<file path="src/rtl/cpu_defs_pkg.sv">
// Shared definitions for the hardwired control unit: opcodes, FSM state
// encodings and instruction-class decode.
package cpu_defs_pkg;

  typedef enum logic [3:0] {
    S_RST    = 4'd0,
    S_T0     = 4'd1,
    S_T1     = 4'd2,
    S_T2     = 4'd3,
    S_T3     = 4'd4,
    S_T4     = 4'd5,
    S_T5     = 4'd6,
    S_T6     = 4'd7,
    S_HALTED = 4'd8
  } state_t;

  // Execute-phase shape of an instruction
  typedef enum logic [2:0] {
    IC_THREE,   // rb op rc -> ra, ends in T5
    IC_UNARY,   // op rb -> ra, ends in T4
    IC_MULDIV,  // ra op rb -> LO/HI, ends in T6
    IC_MOVE,    // HI/LO -> ra, ends in T3
    IC_NONE     // nop, halt, unsupported: ends in T3
  } iclass_t;

  localparam logic [4:0] ALU_INC_DEFAULT = 5'd12;

  localparam logic [4:0] OP_ADD  = 5'b00011;
  localparam logic [4:0] OP_SUB  = 5'b00100;
  localparam logic [4:0] OP_AND  = 5'b00101;
  localparam logic [4:0] OP_OR   = 5'b00110;
  localparam logic [4:0] OP_ROR  = 5'b00111;
  localparam logic [4:0] OP_ROL  = 5'b01000;
  localparam logic [4:0] OP_SHR  = 5'b01001;
  localparam logic [4:0] OP_SHRA = 5'b01010;
  localparam logic [4:0] OP_SHL  = 5'b01011;
  localparam logic [4:0] OP_MUL  = 5'b01111;
  localparam logic [4:0] OP_DIV  = 5'b10000;
  localparam logic [4:0] OP_NEG  = 5'b10001;
  localparam logic [4:0] OP_NOT  = 5'b10010;
  localparam logic [4:0] OP_MFHI = 5'b11000;
  localparam logic [4:0] OP_MFLO = 5'b11001;
  localparam logic [4:0] OP_NOP  = 5'b11010;
  localparam logic [4:0] OP_HALT = 5'b11011;

  function automatic iclass_t op_class(input logic [4:0] op);
    iclass_t c;
    case (op)
      OP_ADD, OP_SUB, OP_AND, OP_OR, OP_ROR,
      OP_ROL, OP_SHR, OP_SHRA, OP_SHL: c = IC_THREE;
      OP_NEG, OP_NOT:                  c = IC_UNARY;
      OP_MUL, OP_DIV:                  c = IC_MULDIV;
      OP_MFHI, OP_MFLO:                c = IC_MOVE;
      default:                         c = IC_NONE;
    endcase
    return c;
  endfunction

endpackage

</file>
<file path="src/rtl/reg_field_decoder.sv">
// 4-bit register field to 16-bit one-hot select; all zero when disabled.
module reg_field_decoder (
  input  logic [3:0]  field,
  input  logic        en,
  output logic [15:0] onehot
);

  // One bit per general register, at most one set
  always_comb begin
    onehot = '0;
    if (en) onehot[field] = 1'b1;
  end

endmodule

</file>
<file path="src/rtl/control_sequencer.sv">
// Hardwired control unit: fetch in T0-T2, execute in T3-T6, with a Moore
// decode of (state, IR) onto every Datapath strobe. The state register is
// the only storage; strobes are decoded from it and the live IR.
module control_sequencer
  import cpu_defs_pkg::*;
#(
  parameter logic [4:0] ALU_INC = ALU_INC_DEFAULT
) (
  input  logic        clk,
  input  logic        clr,
  input  logic [31:0] IR,
  input  logic        Stop,
  output logic        PCout,
  output logic        Zlowout,
  output logic        Zhighout,
  output logic        MDRout,
  output logic        HIout,
  output logic        LOout,
  output logic        MARin,
  output logic        Zin,
  output logic        PCin,
  output logic        MDRin,
  output logic        IRin,
  output logic        Yin,
  output logic        HIin,
  output logic        LOin,
  output logic        Read,
  output logic [4:0]  OpCode,
  output logic [15:0] Rin,
  output logic [15:0] Rout,
  output logic        Run,
  output logic [3:0]  Present_state
);

  state_t      state, next_state;
  iclass_t     cls;
  logic [4:0]  op;
  logic [3:0]  ra, rb, rc;
  logic        terminal;
  logic        rin_en, rout_en;
  logic [3:0]  rout_sel;
  logic        unused_ir;

  assign op        = IR[31:27];
  assign ra        = IR[26:23];
  assign rb        = IR[22:19];
  assign rc        = IR[18:15];
  assign cls       = op_class(op);
  assign unused_ir = ^IR[14:0];

  // Last execute cycle of the current instruction
  always_comb begin
    case (state)
      S_T3:    terminal = (cls == IC_MOVE) || (cls == IC_NONE);
      S_T4:    terminal = (cls == IC_UNARY);
      S_T5:    terminal = (cls == IC_THREE);
      S_T6:    terminal = 1'b1;
      default: terminal = 1'b0;
    endcase
  end

  // Next-state: linear walk through T-states, branch at the terminal cycle
  always_comb begin
    next_state = state;
    case (state)
      S_RST:    next_state = S_T0;
      S_T0:     next_state = S_T1;
      S_T1:     next_state = S_T2;
      S_T2:     next_state = S_T3;
      S_T3:     next_state = S_T4;
      S_T4:     next_state = S_T5;
      S_T5:     next_state = S_T6;
      S_T6:     next_state = S_T0;
      S_HALTED: next_state = S_HALTED;
      default:  next_state = S_RST;
    endcase
    if (terminal) begin
      if (Stop || (state == S_T3 && op == OP_HALT)) next_state = S_HALTED;
      else                                          next_state = S_T0;
    end
  end

  // State register; clr wins over everything
  always_ff @(posedge clk) begin
    if (clr) state <= S_RST;
    else     state <= next_state;
  end

  // Strobe decode from state and live IR
  always_comb begin
    PCout = 1'b0; Zlowout = 1'b0; Zhighout = 1'b0; MDRout = 1'b0;
    HIout = 1'b0; LOout = 1'b0;   MARin = 1'b0;    Zin = 1'b0;
    PCin = 1'b0;  MDRin = 1'b0;   IRin = 1'b0;     Yin = 1'b0;
    HIin = 1'b0;  LOin = 1'b0;    Read = 1'b0;     OpCode = 5'd0;
    rin_en = 1'b0; rout_en = 1'b0; rout_sel = rb;
    Run = (state != S_RST) && (state != S_HALTED);
    case (state)
      S_T0: begin PCout = 1'b1; MARin = 1'b1; Zin = 1'b1; OpCode = ALU_INC; end
      S_T1: begin Zlowout = 1'b1; PCin = 1'b1; Read = 1'b1; MDRin = 1'b1; end
      S_T2: begin MDRout = 1'b1; IRin = 1'b1; end
      S_T3: begin
        case (cls)
          IC_THREE:  begin rout_en = 1'b1; rout_sel = rb; Yin = 1'b1; end
          IC_UNARY:  begin rout_en = 1'b1; rout_sel = rb; Zin = 1'b1; OpCode = op; end
          IC_MULDIV: begin rout_en = 1'b1; rout_sel = ra; Yin = 1'b1; end
          IC_MOVE: begin
            rin_en = 1'b1;
            if (op == OP_MFHI) HIout = 1'b1;
            else               LOout = 1'b1;
          end
          default: ;
        endcase
      end
      S_T4: begin
        case (cls)
          IC_THREE:  begin rout_en = 1'b1; rout_sel = rc; Zin = 1'b1; OpCode = op; end
          IC_UNARY:  begin Zlowout = 1'b1; rin_en = 1'b1; end
          IC_MULDIV: begin rout_en = 1'b1; rout_sel = rb; Zin = 1'b1; OpCode = op; end
          default: ;
        endcase
      end
      S_T5: begin
        if (cls == IC_THREE)  begin Zlowout = 1'b1; rin_en = 1'b1; end
        if (cls == IC_MULDIV) begin Zlowout = 1'b1; LOin = 1'b1; end
      end
      S_T6: begin
        if (cls == IC_MULDIV) begin Zhighout = 1'b1; HIin = 1'b1; end
      end
      default: ;
    endcase
  end

  assign Present_state = state;

  reg_field_decoder u_rin (
    .field  (ra),
    .en     (rin_en),
    .onehot (Rin)
  );

  reg_field_decoder u_rout (
    .field  (rout_sel),
    .en     (rout_en),
    .onehot (Rout)
  );

endmodule

</file>
<file path="config.mk">
export PLATFORM = sky130hd
export DESIGN_NAME = control_sequencer
export DESIGN_NICKNAME = d
export VERILOG_FILES = /design/src/rtl/cpu_defs_pkg.sv /design/src/rtl/reg_field_decoder.sv /design/src/rtl/control_sequencer.sv
export SDC_FILE = /design/constraint.sdc
export NUM_CORES = 1
export LEC_CHECK = 0
export CAP_MARGIN = 5
export CORE_MARGIN = 2
export CORE_UTILIZATION = 41
export DETAILED_ROUTE_END_ITERATION = 12
export PLACE_DENSITY = 0.89
export SETUP_SLACK_MARGIN = 0.4
export SLEW_MARGIN = 5
export SYNTH_ARGS = -nofsm -noshare
export SYNTH_HDL_FRONTEND = slang
export SYNTH_SLANG_ARGS = --single-unit
</file>
<file path="constraint.sdc">
create_clock -name clk -period 8.7 [get_ports clk]
set_input_delay 1.74 -clock clk [delete_from_list [all_inputs] [get_ports clk]]
set_output_delay 1.74 -clock clk [all_outputs]
set_load 0.01 [all_outputs]
</file>
==> metrics.md, run 1 <==
| Metric | Value |
|---|---|
| Status | complete, no violations |
| # setup viols final | 0 |
| Vias in the first global route | 1504 |
| GRT overflow | 0 |
| Syn Nets | 237 |
| ANT cells | 0 |
| Port bufs | 76 |
| Global-route wire length before repair | 6900 um |
| EDFF count, synth | 0 |
| Final nets | 305 |
| CTS Buffer Depth | 2 |
| CP cell instances | clkdlybuf4s50_1 > inv_1 > ha_1 > and4bb_1 > a41oi_2 > a211o_4 > mux2i_1 > nor3b_2 > nand2_1 > nor3_1 > clkdlybuf4s50_1 |
| Critical path peak fanout | 13 |
| Total power density per cell area | 88.5 nW/um^2 |
| Clock sinks | 8 |
| Crit path time final | 6.89 ns |
| Area leader, netlist | dfxtp_1 |
| R2r worst-path depth | 10 |
| Async SR Flop Fraction | 0 |
| Crit path to | Rout[6] |
| Synth unique cells | 61 |
| Slew headroom | 0.555 |
| Element type at the critical path start | input port |
| Yosys warns | 0 |
| Reg-to-reg setup timing slack | 5.58 ns |
| Fin Hold WS | 0.493 ns |
| Worst-margin pin slew | 0.661 ns |
| TritonRoute pass-1 iters | 4 |
| Unrepaired setup endpoints after global routing | false |
| Remaining DRCs | 0 |
| Gp weighted congestion | 0.793 |
| CTS Buf Count | 3 |
| Initial DRC Count | 85 |
| Post_cts resized | 0 |
| Proportion of netlist area held by the largest area contributor | 0.107 |
| Critical R2R Launch | Present_state[0] |
| Die footprint | 4140 um^2 |
| Setup tns final | 0 ns |
| Sequential area share after synthesis | 0.107 |
| GRT Util Overall | 0.202 |
| Synth Instances | 196 |
| Initial core utilization | 0.437 |
| Static Leak | 0.838 nW |
| Worst endpoint data arrival time | 5.15 ns |
| Wire length per cell | 13.6 um |
| Worst Hold Class | reg2reg |
| Critical-path top delay cell | clkdlybuf4s50_1 |
| Dpl hpwl | 3350 um |
| Worst Setup SP | IR[28] |
| CTS tree | yes |
| Synth top area cells | dfxtp_1, nor2_1, ha_1 |
| Critical Path RT | 6.96 ns |
| WS Path Type | in2out |
| Post-place setup slack | 1.82 ns |
| Routed vias | 1652 |
| Syn Std Cell Area | 1490 um^2 |
| H-tree depth | 1 |
| Fin crit share | 0.792 |
| Die Wd | 64.4 um |
| I/O pin cnt | 92 |
| Final WS setup | 1.81 ns |
| Synthesized area per cell | 7.62 um^2 |
| Initial antenna violation count | 0 |
| Fmax | 0.145 GHz |
| Clock latency on the worst-skew pair | 0.26 ns |
| Clk_skew | 0.000852 ns |
| Hold Buf Count CTS | 0 |
| Via density | 5.36 |
| Slew Limit Fails | 0 |
| Design area | 2240 um^2 |
| Share of cells above drive strength 1 | 0.115 |
| Max Cap Viol | 0 |
| Core Footprint | 3420 um^2 |
| Largest net degree at the start of global routing | 15 |
| Max rail drop VDD | 0.0934 mV |
| Post-CTS setup buffer count | 0 |
| Final Hold Viols | 0 |
| Rows | 21 |
| Clock root cell | clkbuf_4 |
| Routed wire length | 4180 um |
| Area Growth Syn to Fin | 50.1% |
| Post-synth top flop | dfxtp_1 |
| Clock slew at reported path FFs | 0.05 ns |
| Die H | 64.4 um |
| Most common cell on crit path | clkdlybuf4s50_1 |
| Max incr delay on CP | 0.64 ns |
| Worst setup EP type | output pin |
| Synth Register Bits | 8 |
| DRT antenna net count | 0 |
| Placed inst area | 2220 um^2 |
## critical path, delay by kind of cell
kind / cells / cell delay, ns
AO/OA/AOI/OAI: 2 / 0.76
AND/OR/NAND/NOR: 4 / 0.96
buffers and inverters: 3 / 1.35
adder cells (fa/ha/maj): 1 / 0.24
multiplexers: 1 / 0.09
## metrics by stage
step	utilization	total power [mW]	cells
finish	0.656	0.199	308
global route	0.656	0.210	308
CTS	0.656	0.199	308
detailed placement	0.650	0.170	305
global placement	0.650	0.168	305
floorplan	-	0.125	196
## per-layer routing
metal  global-route usage  vias up  routed length (um)
met5                    0        -                   0
met4               0.0399        0                   0
met3               0.0246        0                 251
met2                0.372       52                2150
met1                0.250      751                1780
li1                     -      849                   -
## worst min path at each step
| stage | startpoint | endpoint | slack (ns) | cells past startpoint |
|---|---|---|---|---|
| 6_report | flip-flop | Present_state[1] | 0.49 | 1 |
| 5_1_grt | flip-flop | Present_state[1] | 0.52 | 1 |
| 4_1_cts | flip-flop | Present_state[1] | 0.50 | 1 |
| 3_5_place_dp | flip-flop | Present_state[1] | 0.48 | 1 |
| 3_3_place_gp | flip-flop | Present_state[1] | 0.48 | 1 |
| 2_1_floorplan | flip-flop | Present_state[1] | 0.46 | 1 |
## placed cells by master (no fill, tap or decap), types with 4 or more instances in the layout
cell type / Yosys / routed
and3_1: 9 / 9
a21oi_1: 4 / 4
dfxtp_1: 8 / 8
nor3_1: 13 / 13
nor2b_1: 9 / 9
nor4_1: 4 / 4
ha_1: 6 / 6
nor3_2: 6 / 6
nand2b_1: 5 / 5
clkdlybuf4s50_1: 0 / 76
inv_1: 11 / 11
nor2_1: 28 / 28
nand2_1: 16 / 16
mux2i_1: 5 / 5
## power by group
part / switching, mW / internal, mW
clock: 0.0133 / 0.0158
sequential: 0.00833 / 0.0433
combinational: 0.0605 / 0.0572
## cell type report
class,instances,area [um^2]
multi-input cells,163,1200
repair buffers,76,761
inverters,12,45.0
fillers,291,1170
clock buffers,3,22.5
flip-flops and latches,8,160
well taps,46,57.6
## logic make-up (layout without fill, tap and decap cells)
logic type,Yosys count,in the layout,synth area share
AND/OR/NAND/NOR,115,115,0.454
buffers and inverters,25,91,0.0921
multiplexers,7,7,0.0528
adder cells (fa/ha/maj),6,6,0.0502
flip-flops,8,8,0.107
AO/OA/AOI/OAI,34,34,0.238
XOR/XNOR,1,1,0.00586
## synthesized netlist by cell type (2+ instances only)
cell type  count
nor2_1        28
nand2_1       16
nor3_1        13
inv_1         11
and3_1         9
nor2b_1        9
dfxtp_1        8
buf_4          6
ha_1           6
nor3_2         6
buf_2          5
mux2i_1        5
nand2b_1       5
a21oi_1        4
nor4_1         4
nand3_1        3
nand4_1        3
o21ai_0        3
a211oi_1       2
a21o_1         2
a31oi_1        2
and2_1         2
and4b_1        2
buf_6          2
nor3b_2        2
o21ai_2        2
or3_1          2
No activity file was read; power rests on OpenSTA's default activity.
==> run 2, diff against run 1 <==
CORE_UTILIZATION = 38   (was 41)
PLACE_DENSITY = 0.83   (was 0.89)
clock period = 6.8 ns   (was 8.7 ns; I/O delays follow)
==> metrics.md, run 2 (synthesis results as in run 1) <==
| Metric | Value |
|---|---|
| Clock slew at reported path FFs | 0.04 ns (about the same) |
| Final std cells w/o fill | 311 (+0.97%) |
| Share of cells above drive strength 1 | 0.118 (+0.00337) |
| GRT Util Overall | 0.192 (-0.0102) |
| Die Wd | 66.7 um (+3.6%) |
| Most common cell on crit path | clkdlybuf4s50_1 |
| Worst setup EP type | output pin |
| Critical R2R Launch | Present_state[0] |
| Gp weighted congestion | 0.765 (-3.4%) |
| Clk_skew | 0.000742 ns (-0.000110 ns) |
| Global-route wire length before repair | 6710 um (-2.7%) |
| Crit path time final | 6.02 ns |
| Wire length per cell | 13.8 um (+1.8%) |
| Area Growth Syn to Fin | 52.0% |
| CTS Buf Count | 3 (unchanged) |
| H-tree depth | 1 (unchanged) |
| Worst-margin pin slew | 0.704 ns (+0.0427 ns) |
| Setup tns final | 0 ns (unchanged) |
| Clock sinks | 8 (unchanged) |
| Fin crit share | 0.886 |
| Rows | 22 (+4.8%) |
| GRT overflow | 0 (unchanged) |
| Slew Limit Fails | 0 (unchanged) |
| Final core occ | 0.611 (-0.0453) |
| Largest net degree at the start of global routing | 15 (unchanged) |
| Dpl hpwl | 3350 um (+0.14%) |
| Commonest cells after routing, fill and taps aside | clkdlybuf4s50_1, nor2_1, nand2_1, nor3_1, inv_1 |
| Worst endpoint data arrival time | 4.66 ns (-0.49 ns) |
| Initial DRC Count | 112 (+32%) |
| Critical path peak fanout | 8 (-5) |
| Critical Path RT | 5.44 ns (-1.52 ns) |
| CTS Buffer Depth | 2 (unchanged) |
| Post_cts resized | 0 (unchanged) |
| Initial antenna violation count | 0 (unchanged) |
| Reg area | 160 um^2 (unchanged) |
| Total power density per cell area | 121 nW/um^2 (+37%) |
| ANT cells | 0 (unchanged) |
| Die footprint | 4450 um^2 (+7.4%) |
| Die H | 66.7 um (+3.6%) |
| Final nets | 306 (+0.33%) |
| Worst Setup SP | IR[28] |
| Post-CTS setup buffer count | 0 (unchanged) |
| # setup viols final | 0 (unchanged) |
| Clock latency on the worst-skew pair | 0.23 ns (-0.03 ns) |
| WS Path Type | in2out |
| Max incr delay on CP | 0.65 ns (about the same) |
| Max rail drop VDD | 0.118 mV (+26%) |
| Port bufs | 76 (unchanged) |
| Core Footprint | 3720 um^2 (+8.8%) |
| I/O pin cnt | 92 (unchanged) |
| Worst Hold Class | reg2reg |
| CP cell instances | clkdlybuf4s50_1 > inv_1 > ha_1 > and4bb_1 > a41oi_2 > buf_4 > o21ai_0 > a31o_2 > o211ai_1 > nand2b_1 > nor3_1 > clkdlybuf4s50_1 |
| DRT antenna net count | 0 (unchanged) |
| Routed wire length | 4300 um (+2.7%) |
| Remaining DRCs | 0 (unchanged) |
| Vias in the first global route | 1514 (+0.66%) |
| Multi-input gate area | 1200 um^2 (unchanged) |
| Placed Cells | 308 (+0.98%) |
| Clock root cell | clkbuf_8 |
| Via density | 5.35 (-0.25%) |
| CTS tree | yes |
| Final Hold Viols | 0 (unchanged) |
| Static Leak | 0.850 nW (+1.4%) |
| Slew headroom | 0.526 (-0.0287) |
| Status | complete, no violations |
| Unrepaired setup endpoints after global routing | false |
| Critical-path top delay cell | clkdlybuf4s50_1 |
| TritonRoute pass-1 iters | 4 (unchanged) |
| Routed vias | 1664 (+0.73%) |
| Initial core utilization | 0.402 (-0.0353) |
| Commonest non-fill, non-tap cell in the layout | clkdlybuf4s50_1 |
| Max Cap Viol | 0 (unchanged) |
| Hold Buf Count CTS | 0 (unchanged) |
| Fillers | 353 (+21%) |
| Element type at the critical path start | input port |
| Fin Hold WS | 0.490 ns (-0.00355 ns) |
| Fmax | 0.166 GHz |
==> run 2: changes by cell type in the layout (fill, tap and decap cells not counted) <==
cell	delta
clkbuf_4	-3
clkbuf_8	+3
buf_4	+1
==> run 2: area by class of cell <==
cell class,count,share of cell area
clock buffers,3,0.0182
inverters,12,0.0198
multi-input cells,163,0.527
flip-flops and latches,8,0.0705
well taps,48,0.0264
repair buffers,77,0.338
==> run 2: critical path, delay by kind of cell <==
kind                       cells  cell delay (ns)
AOI/OAI and AO/OA              4             0.81
adders and majority gates      1             0.25
buffers and inverters          4             1.58
and+or+nand+nor                3             0.66
==> run 2: routing by layer <==
metal / wire [um] / vias to the layer above / global-route usage
met2: 2160 / 45 / 0.339
met5: 0 / - / 0
met1: 1860 / 768 / 0.234
met3: 218 / 6 / 0.0186
li1: - / 845 / -
met4: 61 / 0 / 0.0816
==> run 2: path summary, 6_finish.rpt <==
path	end	slack, ns	cells after the start
setup reg to reg	flip-flop	3.68	10
hold / removal	Present_state[1]	0.49	1
setup / recovery	Rout[7]	0.78	12
hold reg to reg	Present_state[1]	0.49	1
==> run 2: power by group <==
group	internal [mW]	switching (mW)	total, mW
logic	0.0733	0.0771	0.150
registers	0.0557	0.0117	0.0673
clock network	0.0384	0.0189	0.0573
==> run 2: stage by stage <==
stage | area (um^2) | worst slack [ns] | total power, mW
2_1_floorplan | 1490 | 2.19 | 0.160
3_3_place_gp | 2230 | 0.901 | 0.215
3_5_place_dp | 2230 | 0.817 | 0.218
4_1_cts | 2270 | 0.814 | 0.277
5_1_grt | 2270 | 0.595 | 0.294
6_report | 2270 | 0.778 | 0.275
